## src/rtl/carfield_clkdiv_sequencer.sv

```systemverilog
// rtl/carfield_clkdiv_sequencer.sv - per-domain clock divider init and glitch-safe runtime reprogramming
module carfield_clkdiv_sequencer #(
  parameter int unsigned NumDomains = 6,
  parameter int unsigned DivWidth = 8,
  parameter logic [NumDomains*DivWidth-1:0] DefaultDiv = {NumDomains{DivWidth'(1)}},
  parameter int unsigned GateSettleCycles = 4,
  localparam int unsigned DomW = (NumDomains > 1) ? $clog2(NumDomains) : 1
) (
  input  logic                           clk_i,
  input  logic                           rst_i,
  input  logic                           req_valid_i,
  output logic                           req_ready_o,
  input  logic [DomW-1:0]                req_domain_i,
  input  logic [DivWidth-1:0]            req_div_i,
  output logic [NumDomains*DivWidth-1:0] div_value_o,
  output logic [NumDomains-1:0]          div_valid_o,
  input  logic [NumDomains-1:0]          div_ready_i,
  output logic [NumDomains-1:0]          clk_en_o,
  output logic                           busy_o,
  output logic                           init_done_o,
  output logic                           err_o,
  input  logic                           err_clr_i
);

  localparam int unsigned CntW = $clog2(GateSettleCycles + 1);
  localparam logic [CntW-1:0] CntInit = CntW'(GateSettleCycles);
  localparam logic [CntW-1:0] CntLast = CntW'(1);
  localparam logic [DomW:0] NumDomL = (DomW + 1)'(NumDomains);
  localparam logic [DomW-1:0] LastDom = DomW'(NumDomains - 1);

  typedef enum logic [2:0] {INIT, IDLE, SETTLE, LOAD, RESUME} state_t;

  state_t                         state_q, state_n;
  logic [CntW-1:0]                cnt_q, cnt_n;
  logic [DomW-1:0]                dom_q;
  logic [NumDomains*DivWidth-1:0] div_value_q;
  logic [NumDomains-1:0]          clk_en_q;
  logic                           busy_q, init_done_q, err_q;
  logic                           accept, req_bad, resume_end;

  always_comb begin
    state_n    = state_q;
    cnt_n      = cnt_q;
    req_bad    = ({1'b0, req_domain_i} >= NumDomL) || (req_div_i == '0);
    accept     = (state_q == IDLE) && req_valid_i;
    resume_end = (state_q == RESUME) && (cnt_q == CntLast);
    case (state_q)
      INIT: begin
        cnt_n   = CntInit;
        state_n = SETTLE;
      end
      SETTLE: begin
        if (cnt_q == CntLast) state_n = LOAD;
        else cnt_n = cnt_q - CntLast;
      end
      LOAD: begin
        if (div_ready_i[dom_q]) begin
          state_n = RESUME;
          cnt_n   = CntInit;
        end
      end
      RESUME: begin
        if (cnt_q == CntLast) state_n = (!init_done_q && dom_q != LastDom) ? INIT : IDLE;
        else cnt_n = cnt_q - CntLast;
      end
      IDLE: begin
        // Invalid requests are consumed here without leaving IDLE.
        if (accept && !req_bad) begin
          state_n = SETTLE;
          cnt_n   = CntInit;
        end
      end
      default: state_n = INIT;
    endcase
  end

  always_ff @(posedge clk_i) begin
    if (rst_i) begin
      state_q     <= INIT;
      cnt_q       <= '0;
      dom_q       <= '0;
      div_value_q <= DefaultDiv;
      clk_en_q    <= '0;
      busy_q      <= 1'b0;
      init_done_q <= 1'b0;
      err_q       <= 1'b0;
    end else begin
      state_q <= state_n;
      cnt_q   <= cnt_n;
      busy_q  <= (state_n != IDLE);
      if (state_q == INIT) clk_en_q[dom_q] <= 1'b0;
      if (resume_end) begin
        clk_en_q[dom_q] <= 1'b1;
        if (!init_done_q) begin
          if (dom_q == LastDom) init_done_q <= 1'b1;
          else dom_q <= dom_q + DomW'(1);
        end
      end
      if (accept && !req_bad) begin
        dom_q                                     <= req_domain_i;
        clk_en_q[req_domain_i]                    <= 1'b0;
        div_value_q[req_domain_i*DivWidth +: DivWidth] <= req_div_i;
      end
      if (accept && req_bad) err_q <= 1'b1;
      else if (err_clr_i) err_q <= 1'b0;
    end
  end

  always_comb begin
    div_valid_o = '0;
    if (state_q == LOAD) div_valid_o[dom_q] = 1'b1;
  end

  assign req_ready_o = (state_q == IDLE);
  assign div_value_o = div_value_q;
  assign clk_en_o    = clk_en_q;
  assign busy_o      = busy_q;
  assign init_done_o = init_done_q;
  assign err_o       = err_q;

endmodule

```

## config.mk

```make
export PLATFORM = sky130hd
export DESIGN_NAME = carfield_clkdiv_sequencer
export DESIGN_NICKNAME = d
export VERILOG_FILES = /design/src/rtl/carfield_clkdiv_sequencer.sv
export SDC_FILE = /design/constraint.sdc
export NUM_CORES = 1
export LEC_CHECK = 0
export CAP_MARGIN = 0
export CORE_ASPECT_RATIO = 1.25
export CORE_UTILIZATION = 50
export CTS_BUF_LIST = sky130_fd_sc_hd__clkbuf_8
export DETAILED_ROUTE_END_ITERATION = 12
export HOLD_SLACK_MARGIN = 0.05
export MAX_ROUTING_LAYER = met4
export PLACE_DENSITY = 0.83
export SLEW_MARGIN = 0
export SYNTH_ARGS = -nofsm -noshare
export SYNTH_HDL_FRONTEND = slang
export SYNTH_SLANG_ARGS = --single-unit
```

## constraint.sdc

```tcl
create_clock -name clk_i -period 2.9 [get_ports clk_i]
set_clock_uncertainty 0.05 [all_clocks]
set_input_delay 0.725 -clock clk_i [delete_from_list [all_inputs] [get_ports clk_i]]
set_output_delay 0.725 -clock clk_i [all_outputs]
set_load 0.03 [all_outputs]
```

Word level (Yosys, flattened, before mapping)
Index checks and enable logic that the tools add are counted.
- add/subtract/negate cells: 3
- multipliers: 0
- divide/modulo/power cells: 0
- magnitude comparators: 5
- equality and inequality tests: 13
- shift operators: 2
- muxes and demuxes: 31
- bitwise logic cells: 5
- reduce and logical (&&, ||, !) cells: 18
- operators by type and width (cell ; count):
    $bwmux W48 ; 1
    $shift A8 B34 Y48 const A ; 1
    $shiftx A8 B34 Y48 ; 1
    $mux W6 ; 6
    $neg A6 Y34 ; 1
    $mux W3 ; 11
    $pmux W3 S5 ; 1
    $and A6 B6 Y6 ; 2
    $not A6 Y6 ; 2
    $pmux W3 S4 ; 1
    $logic_not A8 Y1 ; 1
    $lt A3 B4 Y1 const B ; 2
    $mux W1 ; 8
    $logic_and A1 B1 Y1 ; 7
    $demux W1 S3 ; 2
    $eq A3 B1 Y1 const B ; 2
    $eq A3 B2 Y1 const B ; 2
    $eq A3 B3 Y1 const B ; 2
    $ge A3 B1 Y1 const B ; 2
    $ne A2 B2 Y1 const B ; 3
    $or A6 B6 Y6 ; 1
    $ne A2 B1 Y1 const B ; 2
    $reduce_and A4 Y1 ; 1
    $reduce_bool A2 Y1 ; 2
    12 further kinds ; 13
- register bits: 66
- latch bits: 0
- RAM bits: 0
- ROM bits: 0
- memories: 0

Depth between registers and ports, before layout
- depth after elaboration: 13
- depth in mapped cells: 9
- depth with buffers taken out: 8

Worst setup path after synthesis
Ideal clock, no wire load.
- kind: register to output
- start: reg state_q[0]
- end: out div_valid_o[0]
- arrival time: 1757 ps
- required time: 2125 ps
- path slack: 368 ps
- cell stages (with the launch flop): 4
- path buffers: 1
- cells stage by stage: dfxtp_1 -> clkbuf_1 -> nand3b_1 -> nor4_1
- word-level cells in the longest chain between the ends: 2
- RTL lines (item ; RTL line ; text):
    start, declared ; 33 ; state_t state_q, state_n;
    start signal, assigned ; 88 ; state_q <= state_n;
    $eq A3 B2 Y1 ; 111 ; if (state_q == LOAD) div_valid_o[dom_q] = 1'b1;
    $mux W6 ; 111 ;
    end, declared ; 16 ; output logic [NumDomains-1:0] div_valid_o,
No other way between the ends.

Final worst setup path
- start: reg dom_q[2]
- end: out div_valid_o[5]
- word-level cells in the longest chain between the ends: 5
- elaborated cells on any way between the ends: 6
- RTL lines (item ; RTL line ; text):
    start, declared ; 35 ; logic [DomW-1:0] dom_q;
    start signal, assigned ; 96 ; else dom_q <= dom_q + DomW'(1);
    start signal, assigned ; 100 ; dom_q <= req_domain_i;
    $lt A3 B4 Y1 (implied by the code) or $ge A3 B1 Y1 (tied branches) ; 111 ;
    $logic_and A1 B1 Y1 (implied by the code) ; 111 ;
    $mux W1 (implied by the code) ; 111 ;
    $demux W1 S3 * ; 111 ;
    $mux W6 * ; 111 ;
Every way passes the cells marked *; elsewhere a longest branch is shown, timed or not.

==> impl_metrics.ini <==
[clock_network]
cts_buffers = 9
cts_buffer_depth = 2
cts.sinks = 66
clk_latency_ns = 0.35
cts_tree = yes
cts.clk_slew.worst_paths_ns = 0.07
hold_buffers = 0
htreeDepth = 3
cts-root-buf = clkbuf_8

[placement]
hpwl_um = 6214
portBuffers = 84
post_dp_cell_area_um2 = 4239
place.gp.congestion = 0.8648
preCtsSetupSlack_ns = -0.08902

[logic_synthesis]
synth_top_area_share_pct = 42.74
synth-main-ff-cell = dfxtp_1
netlist_top_cells_area = dfxtp_1, mux2i_1, nor2_1
ys_ff_latch = 66
synth_edf_count = 0
synth_nets = 380
synthCells = 350
synth_cell_types = 51
synth_area_um2 = 3092
synth_area_per_cell_um2 = 8.833
ys_async_sr_fraction_pct = 0
synth_warnings = 0
synth-seq-area-share_pct = 42.74
yosys.area.top_type = dfxtp_1

[final_layout]
fill_cells = 429
drive_gt1_share_pct = 14.29
antenna_cells = 0
final_area_um2 = 4473
multi_input_area_um2 = 1667
final_cell_mix = clkdlybuf4s50_1, dfxtp_1, nor2_1
post-route-util_pct = 75.87
area_growth_pct = 44.68
final_common_cell = clkdlybuf4s50_1
finalNetCount = 495
seqCellArea_um2 = 1323

[detailed_routing]
wl_per_cell_um = 16.25
drtIter0Drc = 172
via_per_inst = 5.584
drt_drc_violations_left = 0
wl_um = 8952
dr_total_vias = 3077
drt-pass1-iter-count = 5
antenna_left = 0

[power]
powerDensity_nw_per_um2 = 440.6
power_frac_seq_pct = 46.9
netSwitchingFraction_pct = 24.56
p_sw_uw = 483.9
p_int_uw = 1487
power_leakage_uw = 0.001668
p_clk_share_pct = 43.2
pwr-share-comb_pct = 9.9
ir_drop_mv = 0.3467

[sta]
slew_violations = 0
timing.fmax_mhz = 357.4
relSlewSlack_pct = 62.97
tns_ns = 0
min_period_ns = 2.798
finalCritPeriodShare_pct = 96.49
final-hold-violation-count = 0
final-setup-viol-count = 0
whs_ns = 0.4029
rsz0062_at_grt = false
setup_slack_ns = 0.1017
tightestPinTransition_ns = 0.5547

[critical_path]
crit_required_ns = 2.12
cpMaxStageDelayCell = clkdlybuf4s50_1
crit_arrival_ns = 2.02
end_kind = output port
max_stage_delay_ns = 0.67
path_delay_family = buffers and inverters
crit_path_start_kind = register
critPathMaxFanout = 7
critical_path_class = reg -> out
worst-path-buf-inv = 1
crit_chain = nor2b_1, nand2_1, nor2_1, clkdlybuf4s50_1

[global_route]
grt_max_degree = 34
grt_first_pass_wirelength_um = 14450
antenna_found_initial = 0
grt_pass1_vias = 3060
track_usage_pct = 29.59
grt_overflow = 0

[floorplanning]
die_area_um2 = 6504
initial_core_util_pct = 52.44
die-width_um = 72.34
coreArea_um2 = 5896
io_pins = 85
num_rows = 31
fp.dieH_um = 89.92

[outcome]
status = complete, no violations

[run]
cap_violations = 0

[min_path]
hold_path_class = reg -> reg
-- cells in the mapped netlist, types with 4 or more instances --
| library cell | number |
|---|---|
| a221oi_1 | 7 |
| and2_1 | 9 |
| inv_1 | 8 |
| a22oi_1 | 7 |
| nand2b_1 | 16 |
| dfxtp_1 | 66 |
| nand3_1 | 22 |
| nor2b_1 | 7 |
| clkbuf_1 | 13 |
| nand2_1 | 21 |
| ha_1 | 9 |
| mux2i_1 | 21 |
| o21ai_0 | 14 |
| a211o_1 | 4 |
| a21oi_1 | 11 |
| and3_1 | 4 |
| nor2_1 | 54 |
| buf_2 | 4 |
-- sequential cells by signal, summed over array words and instances (netlist names) --
signal / count
init_done_o: 1
clk_en_o: 6
div_value_o: 48
err_o: 1
cnt_q: 3
busy_o: 1
state_q: 3
dom_q: 3
-- routing by layer --
metal  up-vias  share of wire, %  track usage (%)
li1       1477                 -                -
met1      1458                41            33.95
met2       125                51            49.69
met3        17               5.9            6.614
met4         0               2.0            10.95
met5         -                 0                -
-- repair_timing --
action | CTS | global route
buffers inserted | 2 | 0
gates resized for setup | 0 | 2
pin swaps | 1 | 0
endpoints found under the setup margin | 1 | 5
-- worst min-delay path: cells and delay by family (launching register included) --
family	cells	cell delay, ns
flops	1	0.31
simple gates	1	0.05
compound gates	1	0.05
-- stage by stage --
stage          power [uW]  std cells
3_3_place_gp         1130        534
2_1_floorplan        1040        350
6_report             1971        551
5_1_grt              2029        551
4_1_cts              1976        551
3_5_place_dp         1135        534
-- cell type report --
| type | count | share of cell area [%] |
|---|---|---|
| Tap cell | 82 | 2.294 |
| Multi-Input combinational cell | 258 | 37.26 |
| Inverter | 8 | 0.6713 |
| Timing Repair Buffer | 122 | 25.40 |
| Sequential cell | 66 | 29.57 |
| Clock buffer | 9 | 2.769 |
| Clock inverter | 6 | 2.042 |
-- kinds of logic after synthesis --
kind of cell / Yosys count / share of synthesized area (%)
flops: 66 / 42.74
xor+xnor: 2 / 0.5667
simple gates: 161 / 27.84
compound gates: 62 / 13.76
buf+inv: 26 / 3.561
mux: 24 / 7.891
fa+ha+maj: 9 / 3.642
-- power by group through the flow --
stage	Clock, uW	Sequential, uW	Combinational (uW)
after global routing	892	927	211
final	851	925	195
after detailed placement	0	946	189
after global placement	0	945	185
after floorplan	0	943	96.8
after CTS	859	925	192
-- path summary, 6_finish.rpt --
| kind | slack, ns | end | startpoint | cells after the start |
|---|---|---|---|---|
| max | 0.10 | div_valid_o[5] | dom_q[2] | 4 |
| min | 0.40 | div_value_o[35] | div_value_o[35] | 2 |
| max reg2reg | 0.55 | cnt_q[1] | dom_q[0] | 5 |
| min reg2reg | 0.40 | div_value_o[35] | div_value_o[35] | 2 |
Note: power is estimated with default switching activity, not from simulation.
